## src/rtl/regfile_wb_arbiter_pkg.sv

```systemverilog
// Shared constants and grant encoding for the register-file writeback arbiter.
// Imported by the arbiter core and the top-level write/scoreboard stage.
package regfile_wb_arbiter_pkg;

    localparam int DATA_W   = 32;
    localparam int ADDR_W   = 5;
    localparam int NUM_REGS = 32;

    localparam logic [ADDR_W-1:0] REG_ZERO = '0;

    typedef enum logic {
        GNT_A = 1'b0,
        GNT_B = 1'b1
    } gnt_e;

endpackage

```

## src/rtl/regfile_wb_arbiter_rr_arb2.sv

```systemverilog
// Two-requester round-robin arbiter: a lone request always wins,
// a conflict goes to the side that did not win last time.
module rr_arb2
    import regfile_wb_arbiter_pkg::*;
(
    input  logic a_valid,
    input  logic b_valid,
    input  gnt_e last_gnt,
    output logic a_gnt,
    output logic b_gnt
);

    always_comb begin
        a_gnt = 1'b0;
        b_gnt = 1'b0;
        unique case (1'b1)
            (a_valid & b_valid): begin
                a_gnt = (last_gnt == GNT_B);
                b_gnt = (last_gnt == GNT_A);
            end
            (a_valid & ~b_valid): a_gnt = 1'b1;
            (~a_valid & b_valid): b_gnt = 1'b1;
            default: ;
        endcase
    end

endmodule

```

## src/rtl/regfile_wb_arbiter.sv

```systemverilog
// Shares the register-file write port between ALU and load writeback,
// registers the winning write and tracks per-register pending reservations.
module regfile_wb_arbiter
    import regfile_wb_arbiter_pkg::*;
(
    input  logic              clk,
    input  logic              rst_n,
    input  logic              a_valid,
    input  logic [ADDR_W-1:0] a_addr,
    input  logic [DATA_W-1:0] a_data,
    output logic              a_ready,
    input  logic              b_valid,
    input  logic [ADDR_W-1:0] b_addr,
    input  logic [DATA_W-1:0] b_data,
    output logic              b_ready,
    input  logic              rsv_valid,
    input  logic [ADDR_W-1:0] rsv_addr,
    input  logic [ADDR_W-1:0] chk_addr0,
    input  logic [ADDR_W-1:0] chk_addr1,
    output logic              chk_busy0,
    output logic              chk_busy1,
    output logic              rf_we,
    output logic [ADDR_W-1:0] rf_waddr,
    output logic [DATA_W-1:0] rf_wdata
);

    gnt_e                last_gnt_q, last_gnt_d;
    logic                rf_we_q, rf_we_d;
    logic [ADDR_W-1:0]   rf_waddr_q, rf_waddr_d;
    logic [DATA_W-1:0]   rf_wdata_q, rf_wdata_d;
    logic [NUM_REGS-1:0] pending_q, pending_d;

    logic              a_gnt;
    logic              b_gnt;
    logic              xfer;
    logic [ADDR_W-1:0] sel_addr;
    logic [DATA_W-1:0] sel_data;

    rr_arb2 u_arb (
        .a_valid  (a_valid),
        .b_valid  (b_valid),
        .last_gnt (last_gnt_q),
        .a_gnt    (a_gnt),
        .b_gnt    (b_gnt)
    );

    assign a_ready = a_gnt;
    assign b_ready = b_gnt;

    always_comb begin
        xfer       = a_gnt | b_gnt;
        sel_addr   = a_gnt ? a_addr : b_addr;
        sel_data   = a_gnt ? a_data : b_data;
        last_gnt_d = last_gnt_q;
        rf_we_d    = 1'b0;
        rf_waddr_d = rf_waddr_q;
        rf_wdata_d = rf_wdata_q;
        pending_d  = pending_q;
        if (xfer) begin
            last_gnt_d          = a_gnt ? GNT_A : GNT_B;
            rf_we_d             = (sel_addr != REG_ZERO);
            rf_waddr_d          = sel_addr;
            rf_wdata_d          = sel_data;
            pending_d[sel_addr] = 1'b0;
        end
        // Applied after the clear so a new reservation beats the retiring write.
        if (rsv_valid && (rsv_addr != REG_ZERO)) begin
            pending_d[rsv_addr] = 1'b1;
        end
    end

    always_ff @(posedge clk or negedge rst_n) begin
        if (!rst_n) begin
            last_gnt_q <= GNT_B;
            rf_we_q    <= 1'b0;
            rf_waddr_q <= '0;
            rf_wdata_q <= '0;
            pending_q  <= '0;
        end else begin
            last_gnt_q <= last_gnt_d;
            rf_we_q    <= rf_we_d;
            rf_waddr_q <= rf_waddr_d;
            rf_wdata_q <= rf_wdata_d;
            pending_q  <= pending_d;
        end
    end

    assign rf_we     = rf_we_q;
    assign rf_waddr  = rf_waddr_q;
    assign rf_wdata  = rf_wdata_q;
    assign chk_busy0 = pending_q[chk_addr0];
    assign chk_busy1 = pending_q[chk_addr1];

endmodule

```

## config.mk

```make
export PLATFORM = sky130hd
export DESIGN_NAME = regfile_wb_arbiter
export DESIGN_NICKNAME = d
export VERILOG_FILES = /design/src/rtl/regfile_wb_arbiter_pkg.sv /design/src/rtl/regfile_wb_arbiter_rr_arb2.sv /design/src/rtl/regfile_wb_arbiter.sv
export SDC_FILE = /design/constraint.sdc
export NUM_CORES = 1
export LEC_CHECK = 0
export CAP_MARGIN = 20
export CORE_MARGIN = 5
export CORE_UTILIZATION = 40
export CTS_CLUSTER_SIZE = 14
export DETAILED_ROUTE_END_ITERATION = 6
export GPL_TIMING_DRIVEN = 0
export PLACE_DENSITY = 0.82
export SYNTH_ARGS = -nofsm -noshare
export SYNTH_HDL_FRONTEND = slang
export SYNTH_SLANG_ARGS = --single-unit
```

## constraint.sdc

```tcl
create_clock -name clk -period 3.23 [get_ports clk]
set_clock_uncertainty 0.15 [all_clocks]
set_input_delay 0.969 -clock clk [delete_from_list [all_inputs] [get_ports clk]]
set_output_delay 0.969 -clock clk [all_outputs]
set_load 0.01 [all_outputs]
```

==> results of run 1 <==
[logic make-up (layout without fill, tap and decap cells)]
logic type	Yosys count	count (layout)	synth area share
and+or+nand+nor	158	158	0.1772
buffers and inverters	33	184	0.03703
AOI/OAI and AO/OA	137	137	0.2373
DFF	71	71	0.4497
muxes	38	38	0.09873
[state kept, by name (all words and copies together), names as in the netlist]
register and flops:
pending_q 32, rf_wdata 32, rf_we 1, rf_waddr 5, last_gnt_q 1
[report_power, final]
group          switching, µW  internal (µW)  leakage [µW]  total (µW)
combinational            451            485       0.00146         935
sequential               176           1070      0.000842        1250
clock                    329            418      0.000109         748
total                    956           1980       0.00241        2930
[cell usage after synthesis (8+ instances only)]
master    n
a21oi_1  13
a22oi_1   8
a31oi_1  32
buf_2    11
dfrtp_1  70
mux2i_1  35
nand2_1  80
nand3_1  10
nor2_1   42
o21ai_0  13
o21ai_1  17
o31ai_1  33
[per-layer routing]
| layer | share of wire | global-route usage |
|---|---|---|
| met1 | 0.39 | 0.2588 |
| met2 | 0.48 | 0.3662 |
| met3 | 0.12 | 0.08514 |
| met4 | 0.024 | 0.09350 |
| met5 | 0 | 0 |
[through the flow]
stage	TNS, ps	util
2_1_floorplan	0	-
3_3_place_gp	-94470	0.5577
3_5_place_dp	-2978	0.5575
4_1_cts	-9.997	0.5981
5_1_grt	-41.00	0.6037
6_report	0	0.6037
[final timing paths]
path | to | cells after the start
max in group asynchronous | pending_q[30]$_DFF_PN0_ | 1
worst min-delay path | rf_waddr[2]$_DFFE_PN0N_ | 2
worst max register to register | pending_q[21]$_DFF_PN0_ | 6
worst max-delay path | chk_busy1 | 6
min in group asynchronous | rf_wdata[23]$_DFFE_PN0N_ | 1
worst min register to register | rf_waddr[2]$_DFFE_PN0N_ | 2
[worst register-to-register path: cells and delay by family, from the launching register on]
family / cells / cell delay, ps
muxes: 1 / 450
buffers and inverters: 1 / 320
DFF: 1 / 560
and+or+nand+nor: 2 / 260
AOI/OAI and AO/OA: 2 / 220
[what timing repair did]
item                                    CTS  global route
cloned                                    2             0
endpoints found under the setup margin    4             3
buffers inserted                          3             1
pin swaps                                 5             6
hold endpoints to repair                  0             0
resized for setup                        63            19
[cell type report]
| class | instances | share of cell area |
|---|---|---|
| Multi-Input combinational cell | 333 | 0.3675 |
| Sequential cell | 71 | 0.3027 |
| Timing Repair Buffer | 136 | 0.2297 |
| Clock buffer | 13 | 0.02876 |
| Buffer | 23 | 0.02876 |
| Tap cell | 133 | 0.02833 |
| Inverter | 9 | 0.007456 |
| Clock inverter | 3 | 0.006817 |
==> impl_metrics.ini, run 1 <==
[detailed_routing]
drt-total-wl_um = 13170
drtPass1Iterations = 7
drc = 0
via_count = 4085
drtAntennaViolNets = 0
drt_iter0_drc = 344
viasPerCell = 5.666
wire_per_inst_um = 18.27

[grt]
grt_pass1_vias = 4190
grt_max_degree = 72
antenna_found_initial = 0
grt_usage = 0.2222
grt_pass1_wl_um = 20930
globalRouteOverflowTotal = 0

[power_and_ir_drop]
power_uw = 2933
leakage_uw = 0.002408
irDropWorstVdd_v = 0.0003100
p_per_area_mw_per_mm2 = 499.4

[timing]
fin_crit_ps = 3219
holdWs_ps = 385.7
drv_slew = 0
hold_viol = 0
tightest_slew_ps = 901.6
rsz0062_at_grt = true
setup_viol = 0
fmax_mhz = 310.6
slew_headroom = 0.3989
layout_setup_ws_ps = 10.70
period_share = 0.9967

[final_layout]
diodes = 0
final_cells = 721
nFillCells = 830
layout.cells.most_common = clkdlybuf4s50_1
layout_common_cells = clkdlybuf4s50_1 (117), nand2_1 (80), dfrtp_1 (70)
drive_gt1_frac = 0.1446
seqCellArea_mm2 = 0.001778
area_delta_synth_final_pct = 48.54
final_nets = 677
fin_area_mm2 = 0.005873
multi_input_area_mm2 = 0.002158

[clock_tree]
insertion_delay_ps = 340
htreeDepth = 3
clock-sinks = 71
cts.path.max_buffers = 2
cts_hold_buf = 0
cts.reportedPaths.clkPinSlew_ps = 70
numCtsBuffers = 9
cts_tree = done
cts-root-buf = clkbuf_8

[floorplanning]
num_rows = 36
core_mm2 = 0.009729
dieWidth_um = 109.4
initial_core_util = 0.4064
dieArea_mm2 = 0.01197
ios = 136
die_y_um = 109.4

[critical_path]
rrSetupSlack_ps = 1180
path_cells = buf_12, buf_12, mux2i_1, a22oi_1, a311o_1, buf_2
regToRegStartpoint = last_gnt_q$_DFFE_PN1N_
crit_family = compound AO/OA/AOI/OAI gates
cp-end-kind = output pin
worstPathRequired_ps = 2110
critical-path-slowest-cell = a311o_1
cpMostUsedCell = buf_12
path_max_fanout = 8
critPathLaunch = chk_addr1[1]
start_kind = primary input
critical_path.max_stage_delay_ps = 340
worst-setup-path-type = in -> out
crit_arrival_ps = 2100
cp_num_buf_inv = 3

[placement]
port_buffers = 130
dp_hpwl_um = 9768
dp_slack_ps = -1012
dp_cells = 700
place_area_mm2 = 0.005424
routabilityCongestion = 0.9362

[hold_path]
min-delay-start = rf_waddr[2]$_DFFE_PN0N_
hold_path.class = reg -> reg

[logic_synthesis]
synth_warnings = 0
async_flop_share = 1.000
seq_area_frac_synth = 0.4497
netlist_area_mm2 = 0.003954
synth_seq_cells = 71
syn_nets = 531
synth_area_leaders = dfrtp_1 (44%), mux2i_1 (8.9%), nand2_1 (7.6%)
syn_area_per_cell_um2 = 9.048
synthCells = 437
synth_cell_types = 46
synth_ff_type = dfrtp_1
synth_enable_flop_cells = 0
yosysTopAreaCell = dfrtp_1
synth_top_area_frac = 0.4430

[flow_run]
drv_cap = 0

[status]
status = finished, final reports clean
No activity file was read; power rests on OpenSTA's default activity.
==> inputs of run 2 (changes only) <==
--- a/config.mk
+++ b/config.mk
@@ -11,7 +11,7 @@
 export CTS_CLUSTER_SIZE = 14
 export DETAILED_ROUTE_END_ITERATION = 6
 export GPL_TIMING_DRIVEN = 0
-export PLACE_DENSITY = 0.82
+export PLACE_DENSITY = 0.85
 export SYNTH_ARGS = -nofsm -noshare
 export SYNTH_HDL_FRONTEND = slang
 export SYNTH_SLANG_ARGS = --single-unit
==> constraint.sdc (replaced) <==
create_clock -name clk -period 2.8 [get_ports clk]
set_clock_uncertainty 0.15 [all_clocks]
set_input_delay 0.84 -clock clk [delete_from_list [all_inputs] [get_ports clk]]
set_output_delay 0.84 -clock clk [all_outputs]
set_load 0.01 [all_outputs]
==> run 2 against run 1 <==
- the flow now finishes with violations (negative setup slack)
- first-iteration DRC count decreased by 23%
- sequential share of layout area is essentially flat
- final cell count increased by 0.97%
- cell area about the same
- global-route usage rose by 1.1 points
- non-clock buffer count rose by 8
- total power grew 9.8%
- critical path depth is 1 higher
- via count is 1.8% higher
- clock-buffer cell count is 1 higher
- utilization hardly changed
- critical path type unchanged
==> impl_metrics.ini, run 2 (same netlist as run 1, synthesis figures left out) <==
[clock_tree]
cts_tree = done
cts_hold_buf = 0
clock-sinks = 71
cts.path.max_buffers = 2
cts-root-buf = clkbuf_8
cts.reportedPaths.clkPinSlew_ps = 70
numCtsBuffers = 9
insertion_delay_ps = 340
htreeDepth = 3

[floorplanning]
ios = 136
initial_core_util = 0.4064
core_mm2 = 0.009729
dieWidth_um = 109.4
die_y_um = 109.4
num_rows = 36
dieArea_mm2 = 0.01197

[critical_path]
worstPathRequired_ps = 1810
cp-end-kind = output pin
crit_arrival_ps = 2020
start_kind = primary input
path_max_fanout = 6
worst-setup-path-type = in -> out

[placement]
dp_hpwl_um = 10210
routabilityCongestion = 0.9193
port_buffers = 130
dp_slack_ps = -1125

[grt]
grt_usage = 0.2331
globalRouteOverflowTotal = 0
grt_pass1_wl_um = 21690
grt_max_degree = 72
grt_pass1_vias = 4311
antenna_found_initial = 0

[detailed_routing]
drtAntennaViolNets = 0
drt-total-wl_um = 13610
drtPass1Iterations = 7
viasPerCell = 5.710
drt_iter0_drc = 265
wire_per_inst_um = 18.70
drc = 0
via_count = 4157

[timing]
fin_crit_ps = 3006
drv_slew = 0
hold_viol = 0
rsz0062_at_grt = true
slew_headroom = 0.3999
fmax_mhz = 332.7
holdWs_ps = 386.7
layout_setup_ws_ps = -205.6
tightest_slew_ps = 900.2
period_share = 1.073
setup_viol = 2

[final_layout]
area_delta_synth_final_pct = 48.58
seqCellArea_mm2 = 0.001778
diodes = 0
layout.cells.most_common = clkdlybuf4s50_1
layout_common_cells = clkdlybuf4s50_1 (116), nand2_1 (80), dfrtp_1 (70)
drive_gt1_frac = 0.1445
nFillCells = 843
final_nets = 685
multi_input_area_mm2 = 0.002156

[status]
status = finished, violations left
violations = negative setup slack

[hold_path]
hold_path.class = reg -> reg

[flow_run]
drv_cap = 0

[power_and_ir_drop]
irDropWorstVdd_v = 0.0003056
p_per_area_mw_per_mm2 = 548.2
leakage_uw = 0.002430
[run 2: cell count changes in the layout (fill, tap and decap cells not counted), moves of 3 or more]
cell	previous run	this run
buf_12	4	7
clkbuf_1	5	8
mux2i_2	7	4
buf_4	5	11
[run 2: worst paths after layout]
kind,from,to,slack (ps),cells after the start
max in group asynchronous,rst_n,pending_q[15]$_DFF_PN0_,1440,1
min reg2reg,rf_waddr[2]$_DFFE_PN0N_,rf_waddr[2]$_DFFE_PN0N_,390,2
min in group asynchronous,rst_n,pending_q[4]$_DFF_PN0_,460,1
max,chk_addr0[1],chk_busy0,-210,7
min,rf_waddr[2]$_DFFE_PN0N_,rf_waddr[2]$_DFFE_PN0N_,390,2
max reg2reg,last_gnt_q$_DFFE_PN1N_,pending_q[5]$_DFF_PN0_,750,5
[run 2: critical path: stages]
cell     delay (ps)
buf_12          100
buf_12          120
buf_12          130
mux2i_4         230
a22oi_2         110
a311o_1         330
buf_2           150
[run 2: power breakdown]
group	total [µW]	switching, µW	internal (µW)
sequential	1440	198	1240
combinational	1090	522	564
clock	695	354	341
[run 2: repair_timing]
item                       in CTS  in global routing
buffers inserted               12                  1
gates resized for setup        56                 18
pin swaps                      10                  5
setup endpoints to repair       4                  3
[run 2: layer usage]
layer | GRT usage | vias to the layer above | part of all wire
met3 | 0.07105 | 25 | 0.10
met4 | 0.1015 | 0 | 0.021
met2 | 0.3901 | 240 | 0.49
met1 | 0.2764 | 1978 | 0.39
met5 | 0 | - | 0
li1 | - | 1914 | -
[run 2: stage by stage]
step	area (µm²)	cells	power [µW]	utilization	setup TNS (ps)
2_1_floorplan	3994	437	1906	-	0
3_3_place_gp	5461	700	2397	0.5613	-117500
3_5_place_dp	5459	700	2442	0.5611	-9504
4_1_cts	5793	727	3156	0.5954	-296.3
5_1_grt	5874	728	3387	0.6038	-484.7
6_report	5874	728	3220	0.6038	-379.2
[run 2: final cells by class]
class	count	area share
multi-input cells	333	0.3670
flip-flops and latches	71	0.3027
repair buffers	143	0.2386
plain buffers	24	0.03003
well taps	133	0.02833
clock buffers	14	0.02599
inverters	9	0.006603
clock inverters	1	0.0008520
